File: config.mk
export PLATFORM = sky130hd
export DESIGN_NAME = seg_scan_driver
export DESIGN_NICKNAME = d
export VERILOG_FILES = /design/src/rtl/seg_pkg.sv /design/src/rtl/seg_hex_glyph.sv /design/src/rtl/seg_scan_driver.sv
export SDC_FILE = /design/constraint.sdc
export NUM_CORES = 1
export LEC_CHECK = 0
export ABC_AREA = 1
export BUFFER_PORTS_ARGS = -buffer_cell sky130_fd_sc_hd__buf_2
export CAP_MARGIN = 0
export CORE_ASPECT_RATIO = 1.75
export CORE_MARGIN = 2
export CORE_UTILIZATION = 53
export DETAILED_ROUTE_END_ITERATION = 16
export PLACE_DENSITY_LB_ADDON = 0.12
export SYNTH_ARGS = -nofsm -noshare
export SYNTH_HDL_FRONTEND = slang
export SYNTH_SLANG_ARGS = --single-unit
File: constraint.sdc
create_clock -name clk -period 2.2 [get_ports clk]
set_input_delay 0.11 -clock clk [delete_from_list [all_inputs] [get_ports clk]]
set_output_delay 0.11 -clock clk [all_outputs]
set_load 0.01 [all_outputs]
File: src/rtl/seg_pkg.sv
// Shared definitions for the seven-segment scan driver: slot state enum,
// counter width, all-off drive levels and the active-low hex glyph table.
package seg_pkg;

   localparam int CNT_W = 20;

   localparam logic [3:0] ANODE_OFF   = 4'b1111;
   localparam logic [6:0] CATHODE_OFF = 7'b1111111;

   typedef enum logic {
      ST_BLANK = 1'b0,
      ST_SHOW  = 1'b1
   } seg_state_t;

   // Active-low segments, bit 6 = a ... bit 0 = g.
   localparam logic [6:0] GLYPH_TABLE [16] = '{
      7'b0000001,  // 0
      7'b1001111,  // 1
      7'b0010010,  // 2
      7'b0000110,  // 3
      7'b1001100,  // 4
      7'b0100100,  // 5
      7'b0100000,  // 6
      7'b0001111,  // 7
      7'b0000000,  // 8
      7'b0000100,  // 9
      7'b0001000,  // A
      7'b1100000,  // b
      7'b0110001,  // C
      7'b1000010,  // d
      7'b0110000,  // E
      7'b0111000   // F
   };

endpackage

File: src/rtl/seg_hex_glyph.sv
// Combinational hex nibble to active-low seven-segment glyph lookup.
module seg_hex_glyph
   import seg_pkg::*;
(
   input  logic [3:0] nibble,
   output logic [6:0] glyph
);

   assign glyph = GLYPH_TABLE[nibble];

endmodule

File: src/rtl/seg_scan_driver.sv
// Four-digit multiplexed seven-segment scan driver.
// Each digit gets a BLANK slot (all off) followed by a SHOW slot. Displayed
// value is double-buffered and only swapped at the frame boundary.
// Optional macro SEG_SCAN_LEADING_ZERO_BLANK_EN: darkens leading-zero digits
// above digit 0 without changing slot timing.
//
// state | meaning
// BLANK | all anodes/cathodes off for BLANK_CYCLES clocks (also idle/disabled)
// SHOW  | anode[digit_sel] low, glyph of its nibble, for DIGIT_CYCLES clocks
module seg_scan_driver
   import seg_pkg::*;
#(
   parameter int DIGIT_CYCLES = 100000,
   parameter int BLANK_CYCLES = 1000
) (
   input  logic        clk,
   input  logic        rst,
   input  logic        en,
   input  logic        load,
   input  logic [15:0] value_in,
   output logic [3:0]  anode,
   output logic [6:0]  cathode,
   output logic [1:0]  digit_sel,
   output logic        frame_start
);

   // Counter holds the remaining clocks of the current slot (N..1); zero
   // means the scan is idle and the next enabled edge starts a new frame.
   localparam logic [CNT_W-1:0] DIGIT_LD = CNT_W'(DIGIT_CYCLES);
   localparam logic [CNT_W-1:0] BLANK_LD = CNT_W'(BLANK_CYCLES);
   localparam logic [CNT_W-1:0] CNT_ONE  = CNT_W'(1);

   seg_state_t       state, state_nxt;
   logic [CNT_W-1:0] cnt, cnt_nxt;
   logic [1:0]       dsel_nxt;
   logic             fs_nxt;

   logic [15:0]      shown, shown_nxt;
   logic [15:0]      pending, pending_nxt;
   logic             pend_flag, pend_flag_nxt;

   logic [3:0]       nibble_nxt;
   logic [6:0]       glyph_nxt;
   logic             digit_dark;
   logic [3:0]       anode_nxt;
   logic [6:0]       cathode_nxt;

   // Slot sequencing: hold idle while disabled, start a frame on the first
   // enabled edge, otherwise count down and switch slot at terminal count.
   always_comb begin
      state_nxt = state;
      cnt_nxt   = cnt;
      dsel_nxt  = digit_sel;
      fs_nxt    = 1'b0;
      if (!en) begin
         state_nxt = ST_BLANK;
         cnt_nxt   = '0;
         dsel_nxt  = '0;
      end else if (cnt == '0) begin
         state_nxt = ST_BLANK;
         cnt_nxt   = BLANK_LD;
         dsel_nxt  = '0;
         fs_nxt    = 1'b1;
      end else if (cnt == CNT_ONE) begin
         case (state)
            ST_BLANK: begin
               state_nxt = ST_SHOW;
               cnt_nxt   = DIGIT_LD;
            end
            ST_SHOW: begin
               state_nxt = ST_BLANK;
               cnt_nxt   = BLANK_LD;
               dsel_nxt  = digit_sel + 2'd1;
               fs_nxt    = (digit_sel == 2'd3);
            end
            default: begin
               state_nxt = ST_BLANK;
               cnt_nxt   = '0;
               dsel_nxt  = '0;
            end
         endcase
      end else begin
         cnt_nxt = cnt - CNT_ONE;
      end
   end

   // Display buffer: loads park in pending; the swap happens at the end of the
   // frame_start cycle, and a load on that very cycle bypasses pending.
   always_comb begin
      shown_nxt     = shown;
      pending_nxt   = pending;
      pend_flag_nxt = pend_flag;
      if (load) pending_nxt = value_in;
      if (frame_start) begin
         if (load)           shown_nxt = value_in;
         else if (pend_flag) shown_nxt = pending;
         pend_flag_nxt = 1'b0;
      end else if (load) begin
         pend_flag_nxt = 1'b1;
      end
   end

   assign nibble_nxt = shown_nxt[{dsel_nxt, 2'b00} +: 4];

   seg_hex_glyph u_glyph (
      .nibble (nibble_nxt),
      .glyph  (glyph_nxt)
   );

   // Leading-zero suppression looks at the nibble being shown and all above it.
`ifdef SEG_SCAN_LEADING_ZERO_BLANK_EN
   assign digit_dark = (dsel_nxt != 2'd0) && ((shown_nxt >> {dsel_nxt, 2'b00}) == 16'h0000);
`else
   assign digit_dark = 1'b0;
`endif

   // Drive levels for the upcoming cycle, registered so they switch with the state.
   always_comb begin
      anode_nxt   = ANODE_OFF;
      cathode_nxt = CATHODE_OFF;
      if (state_nxt == ST_SHOW && !digit_dark) begin
         anode_nxt   = ~(4'b0001 << dsel_nxt);
         cathode_nxt = glyph_nxt;
      end
   end

   // Slot state, counter and registered display outputs.
   always_ff @(posedge clk or posedge rst) begin
      if (rst) begin
         state       <= ST_BLANK;
         cnt         <= '0;
         digit_sel   <= '0;
         frame_start <= 1'b0;
         anode       <= ANODE_OFF;
         cathode     <= CATHODE_OFF;
      end else begin
         state       <= state_nxt;
         cnt         <= cnt_nxt;
         digit_sel   <= dsel_nxt;
         frame_start <= fs_nxt;
         anode       <= anode_nxt;
         cathode     <= cathode_nxt;
      end
   end

   // Display value buffers.
   always_ff @(posedge clk or posedge rst) begin
      if (rst) begin
         shown     <= 16'h0000;
         pending   <= 16'h0000;
         pend_flag <= 1'b0;
      end else begin
         shown     <= shown_nxt;
         pending   <= pending_nxt;
         pend_flag <= pend_flag_nxt;
      end
   end

endmodule
==> results of run 1 <==
## layout by cell type, fill, tap and decap left out, types with 2 or more instances in the layout
| cell type | instances |
|---|---|
| nand2_4 | 8 |
| inv_1 | 22 |
| nand4_1 | 4 |
| nand3_1 | 22 |
| nand2_2 | 18 |
| dlygate4sd3_1 | 3 |
| o21ai_0 | 3 |
| dfrtp_1 | 57 |
| buf_12 | 3 |
| clkbuf_8 | 2 |
| buf_2 | 33 |
| inv_2 | 6 |
| clkbuf_16 | 9 |
| nor2_1 | 46 |
| nor2_2 | 11 |
| buf_4 | 45 |
| xnor2_1 | 7 |
| ha_2 | 2 |
| bufinv_16 | 3 |
| xor2_1 | 7 |
| nand3_4 | 2 |
| nand2_1 | 94 |
| dfstp_2 | 11 |
| a21oi_1 | 8 |
| nor2_4 | 6 |
| buf_6 | 2 |
| nand3_2 | 14 |
| ha_1 | 7 |
| a31oi_1 | 17 |
| or2_2 | 2 |
## power breakdown
part / internal (W) / switching, W
logic: 0.00123 / 0.00166
registers: 0.00157 / 0.000169
clock network: 0.00117 / 0.000504
## critical path, cell delays in order, from the launching register on
cell and delay, ns:
dfrtp_1 0.39, nor2_2 0.14, nand2_2 0.11, nor2_8 0.19
nand4_1 0.17, nand2_4 0.16, nand2_4 0.09, nand3_2 0.08
nand2_2 0.07, nor2_4 0.21, ha_2 0.25, nand3_1 0.11
nor2_1 0.11, nor2_1 0.05, nand2_1 0.07
## state kept, by name (all words and copies together) (netlist names), 2 cells and up
| register | count |
|---|---|
| cnt | 20 |
| cathode | 7 |
| shown | 16 |
| digit_sel | 2 |
| pending | 16 |
| anode | 4 |
## worst paths after layout
check,start,endpoint,slack (ns),cells after the start
min reg2reg,pending[5],pending[5],0.46,2
max,cnt[14],cathode[2],-0.05,14
min in group asynchronous,rst,pend_flag,0.24,3
min,value_in[0],pending[0],0.01,3
max in group asynchronous,rst,cathode[5],1.33,4
max reg2reg,cnt[14],cathode[2],-0.05,14
## layout make-up
type                            instances  share of cell area
Clock buffer                           12              0.0553
Timing Repair Buffer                   86               0.133
Clock inverter                          4              0.0205
Inverter                               31              0.0267
Sequential cell                        68               0.370
Tap cell                               82              0.0221
Multi-Input combinational cell        290               0.373
## routing by layer
metal  vias up  part of all wire  wire length (um)  global-route usage
met3        15             0.024               198              0.0515
li1       1459                 -                 -                   -
met1      1422              0.38              3080               0.237
met5         -                 0                 0                   0
met4         0             0.018               143              0.0903
met2        45              0.58              4700               0.441
## cell families after synthesis
group,after synthesis,synth area share
adder cells (fa/ha/maj),10,0.0356
buffers and inverters,41,0.0569
XOR/XNOR,14,0.0349
flip-flops,68,0.488
AND/OR/NAND/NOR,231,0.323
AO/OA/AOI/OAI,35,0.0619
## per-stage QoR
step,cell area (um2),power (W),hold slack (ns),TNS (ns)
final,4640,0.00631,0.0113,-0.123
after global routing,4640,0.00670,0.0275,-1.00
after CTS,4520,0.00612,0.00378,-0.0118
after detailed placement,4010,0.00422,0.0352,-0.529
after global placement,4010,0.00415,0.0208,-0.0701
after floorplan,3520,0.00347,0.237,0
## repair_timing
item | in CTS | in global routing
endpoints found under the setup margin | 7 | 9
hold buffers | 3 | 0
resized for setup | 24 | 15
pin swaps | 12 | 25
endpoints found under the hold margin | 9 | 0
buffers inserted | 7 | 8
==> out/qor.yml, run 1 <==
io_buffers: 33
track_usage: 0.233
worst_slew_pin_slew_ns: 0.427
die-area_mm2: 0.00733
core_area_mm2: 0.00649
netlist_top_cells_area: "dfrtp_1 41%, nand2_1 11%, dfstp_2 8.2%, nor2_1 5.4%, nand3_1 4.1%"
slew_headroom: 0.715
clockBufferDepth: 2
grt_pass1_vias: 2988
layout-area-overhead-vs-synth_pct: 31.9
synth_edf_count: 0
antennaDiodeCount: 0
htreeDepth: 3
drc_errors: 0
setup.worst_path.start_class: "flip-flop"
synth_top_area_frac: 0.405
vias_per_cell: 5.13
finalNonFillerCells: 573
path_max_fanout: 7
powerDensity_mw_per_mm2: 1360
synthesis.nets: 429
grt_max_degree: 62
setup.worst_path.class: "reg -> reg"
dr_total_vias: 2941
numCtsBuffers: 9
outcome: "finished with violations"
min_path_type: "in -> reg"
rsz0062_at_grt: "yes"
die_w_um: 65.6
nNetsFinal: 516
synthArstFlopShare: 1.00
critical_path_required_ns: 2.46
avgSynthCellArea_um2: 8.82
ant_nets: 0
nFillCells: 500
drt_iter0_markers: 139
fp.dieH_um: 112
hold_viol_final: 0
fmax_mhz: 444
grt-ovfl-total: 0
place_inst: 539
cts.reportedPaths.clkPinSlew_ns: 0.05
ys_ff_latch: 68
finalMaxSlewViolations: 0
yosysTopAreaCell: "dfrtp_1"
finClkSkew_ns: 0.00470
p_leak_nw: 2.32
peakVddDrop_mv: 0.782
grt_first_pass_wirelength_um: 13100
postLayoutCoreUtil: 0.715
drt-total-wl_um: 8120
gp_congestion: 0.835
synth_commonest_cells: "104 x nand2_1, 57 x dfrtp_1, 51 x nor2_1, 29 x nand3_1, 27 x inv_1"
synth_warnings: 0
initial_core_util: 0.542
routedWlPerCell_um: 14.2
yosys.cell_count.top_type: "nand2_1"
synthesis.instances: 399
min_period_ns: 2.25
yosysSeqAreaShare: 0.488
setup_viol: 4
pin_count: 34
rows: 39
critPathCaptureType: "flip-flop"
seqCellArea_mm2: 0.00172
drtPass1Iterations: 4
dp_slack_ns: -0.116
syn_area_mm2: 0.00352
multiInputGateArea_mm2: 0.00173
min_period_over_period: 1.02
antenna_found_initial: 0
clkLatencyLatePin_ns: 0.33
dp_hpwl_um: 5630
setup_ws_ns: -0.0497
cts-root-buf: "clkbuf_16"
cts_sinks: 68
cts_tree: "built"
synth_cell_types: 39
synth-main-ff-cell: "dfrtp_1"
violations: "negative setup slack"
drive_above_1_share: 0.379
maxCapViolations: 0
crit_arrival_ns: 2.51
Note: power is estimated with default switching activity, not from simulation.
==> run 2, diff against run 1 <==
- PLACE_DENSITY: unset -> 0.78
- PLACE_DENSITY_LB_ADDON: 0.12 -> unset
==> out/qor.yml, run 2 (same netlist as run 1, synthesis figures left out) <==
outcome: "finished with violations"
violations: "negative setup slack"
rrSetupSlack_ns: -0.12  # -0.07 ns
crit_top_cell: "nand2_2"
setup.worst_path.start_class: "flip-flop"
finalMaxSlewViolations: 0  # unchanged
rows: 39  # unchanged
routedWlPerCell_um: 14.8  # +4.5%
dp_hpwl_um: 5470  # -3.0%
setup_viol: 7  # +3
grt_first_pass_wirelength_um: 13300  # +1.4%
layout-area-overhead-vs-synth_pct: 35.6
rsz0062_at_grt: "yes"
reg_top3: "cnt: 20 flops, pending: 16 flops, shown: 16 flops"
final_common_cell: "nand2_1"
p_int_w: 0.00391  # -1.6%
antennaDiodeCount: 0  # unchanged
htreeDepth: 3  # unchanged
cts.reportedPaths.clkPinSlew_ns: 0.06  # about the same
p_comb_frac: 0.495  # +0.036
fp.dieH_um: 112  # unchanged
numCtsBuffers: 9  # unchanged
track_usage: 0.240  # +0.00737
critical-path-top-delay-family: "simple AND/OR/NAND/NOR gates"
cts-root-buf: "clkbuf_16"
largest_reg_flops: 20  # unchanged
ant_nets: 0  # unchanged
min_period_over_period: 1.05  # +0.0312
drt-total-wl_um: 8630  # +6.3%
pin_count: 34  # unchanged
net-switching-power_w: 0.00249  # +6.6%
powerDensity_mw_per_mm2: 1340  # -1.4%
critical_path_required_ns: 2.44  # -0.02 ns
place_inst: 533  # -1.1%
slew_headroom: 0.693  # -0.0218
grt_pass1_vias: 3041  # +1.8%
finClkSkew_ns: 0.0114  # +0.00670 ns
io_buffers: 33  # unchanged
critical-path-slowest-cell: "dfrtp_1"
nNetsFinal: 526  # +1.9%
cts_tree: "built"
critPathCaptureType: "flip-flop"
cts_sinks: 68  # unchanged
peakVddDrop_mv: 0.889  # +14%
worst_slew_pin_slew_ns: 0.458  # +0.0305 ns
power_frac_clock: 0.231  # -0.034
worst-path-buf-inv: 2  # +2
die-area_mm2: 0.00733  # unchanged
die_w_um: 65.6  # unchanged
postLayoutCoreUtil: 0.735  # +0.0202
largest_register: "cnt"
drc_errors: 0  # unchanged
maxCapViolations: 0  # unchanged
initial_core_util: 0.542  # unchanged
crit_arrival_ns: 2.55  # +0.04 ns
min_path_type: "in -> reg"
core_area_mm2: 0.00649  # unchanged
p_leak_nw: 2.36  # +1.6%
p_sw_frac: 0.389  # +0.0188
finalNonFillerCells: 583  # +1.7%
min_period_ns: 2.32  # +0.0687 ns
grt_max_degree: 69  # +11%
drtPass1Iterations: 4  # unchanged
final_cell_mix: "91 x nand2_1, 57 x dfrtp_1, 50 x buf_4"
drive_above_1_share: 0.395  # +0.0164
cpPeakStageDelay_ns: 0.39  # about the same
fmax_mhz: 431  # -3.0%
crit_chain: "inv_2 -> ha_4 -> nand2_4 -> nor2_4 -> nand4_1 -> nand2_2 -> nand2_4 -> nand2_2 -> nand2_2 -> nand2_2 -> inv_2 -> nor2_4 -> ha_4 -> nand3_2 -> o211ai_1"
drt_iter0_markers: 186  # +34%
path_max_fanout: 5  # -2
setup_ws_ns: -0.118  # -0.0687 ns
vias_per_cell: 5.19  # +1.2%
dr_total_vias: 3027  # +2.9%
gp_congestion: 0.921  # +10%
clockBufferDepth: 2  # unchanged
grt-ovfl-total: 0  # unchanged
p_seq_frac: 0.274  # -0.003
setup.worst_path.class: "reg -> reg"
clkLatencyLatePin_ns: 0.34  # about the same
antenna_found_initial: 0  # unchanged
hold_viol_final: 0  # unchanged
## run 2: worst min-delay path: cells and delay by family
kind          cells  cell delay (ns)
simple gates      2             0.12
buf+inv           1             0.07
## run 2: layer usage
layer / part of all wire / vias to the layer above / wire length (um) / global-route usage
met3: 0.034 / 32 / 290 / 0.0556
met5: 0 / - / 0 / 0
met4: 0.048 / 0 / 412 / 0.154
li1: - / 1482 / - / -
met1: 0.36 / 1439 / 3080 / 0.256
met2: 0.56 / 74 / 4840 / 0.412
## run 2: path summary, 6_finish.rpt
check,start,endpoint,depth (start not counted)
hold reg to reg,pending[5],pending[5],2
setup reg to reg,cnt[1],cathode[4],15
hold / removal,value_in[11],pending[11],3
max in group asynchronous,rst,cathode[5],4
min in group asynchronous,rst,cnt[4],4
setup / recovery,cnt[1],cathode[4],15
## run 2: final cells by class
class / count / area, um2
Multi-Input combinational cell: 290 / 1830
Sequential cell: 68 / 1720
Clock inverter: 1 / 30.0
Timing Repair Buffer: 96 / 693
Clock buffer: 15 / 278
Fill cell: 442 / 1720
Tap cell: 82 / 103
Inverter: 31 / 121
## run 2: power groups by stage
stage / combinational [W] / sequential (W) / clock (W)
detailed placement: 0.00237 / 0.00175 / 0
finish: 0.00317 / 0.00175 / 0.00148
floorplan: 0.00170 / 0.00177 / 0
global route: 0.00347 / 0.00178 / 0.00155
CTS: 0.00264 / 0.00173 / 0.00150
global placement: 0.00230 / 0.00174 / 0
## run 2: what timing repair did
| action | 4_1_cts | 5_1_grt |
|---|---|---|
| resized for setup | 14 | 43 |
| pin swaps | 12 | 26 |
| hold endpoints to repair | 65 | 0 |
| hold buffers | 9 | 0 |
| buffers inserted | 11 | 14 |
| endpoints found under the setup margin | 7 | 10 |
## run 2: stage by stage
step	power (W)	hold WS, ns	TNS [ns]	setup WS (ns)	instance area [um2]
floorplan	0.00347	0.237	0	0.0220	3520
global placement	0.00404	0.207	-0.0523	-0.0231	3950
detailed placement	0.00412	0.207	-0.784	-0.145	3950
CTS	0.00587	0.000657	-0.0687	-0.0321	4470
global route	0.00680	0.0242	-1.66	-0.233	4770
finish	0.00640	0.00497	-0.620	-0.118	4770
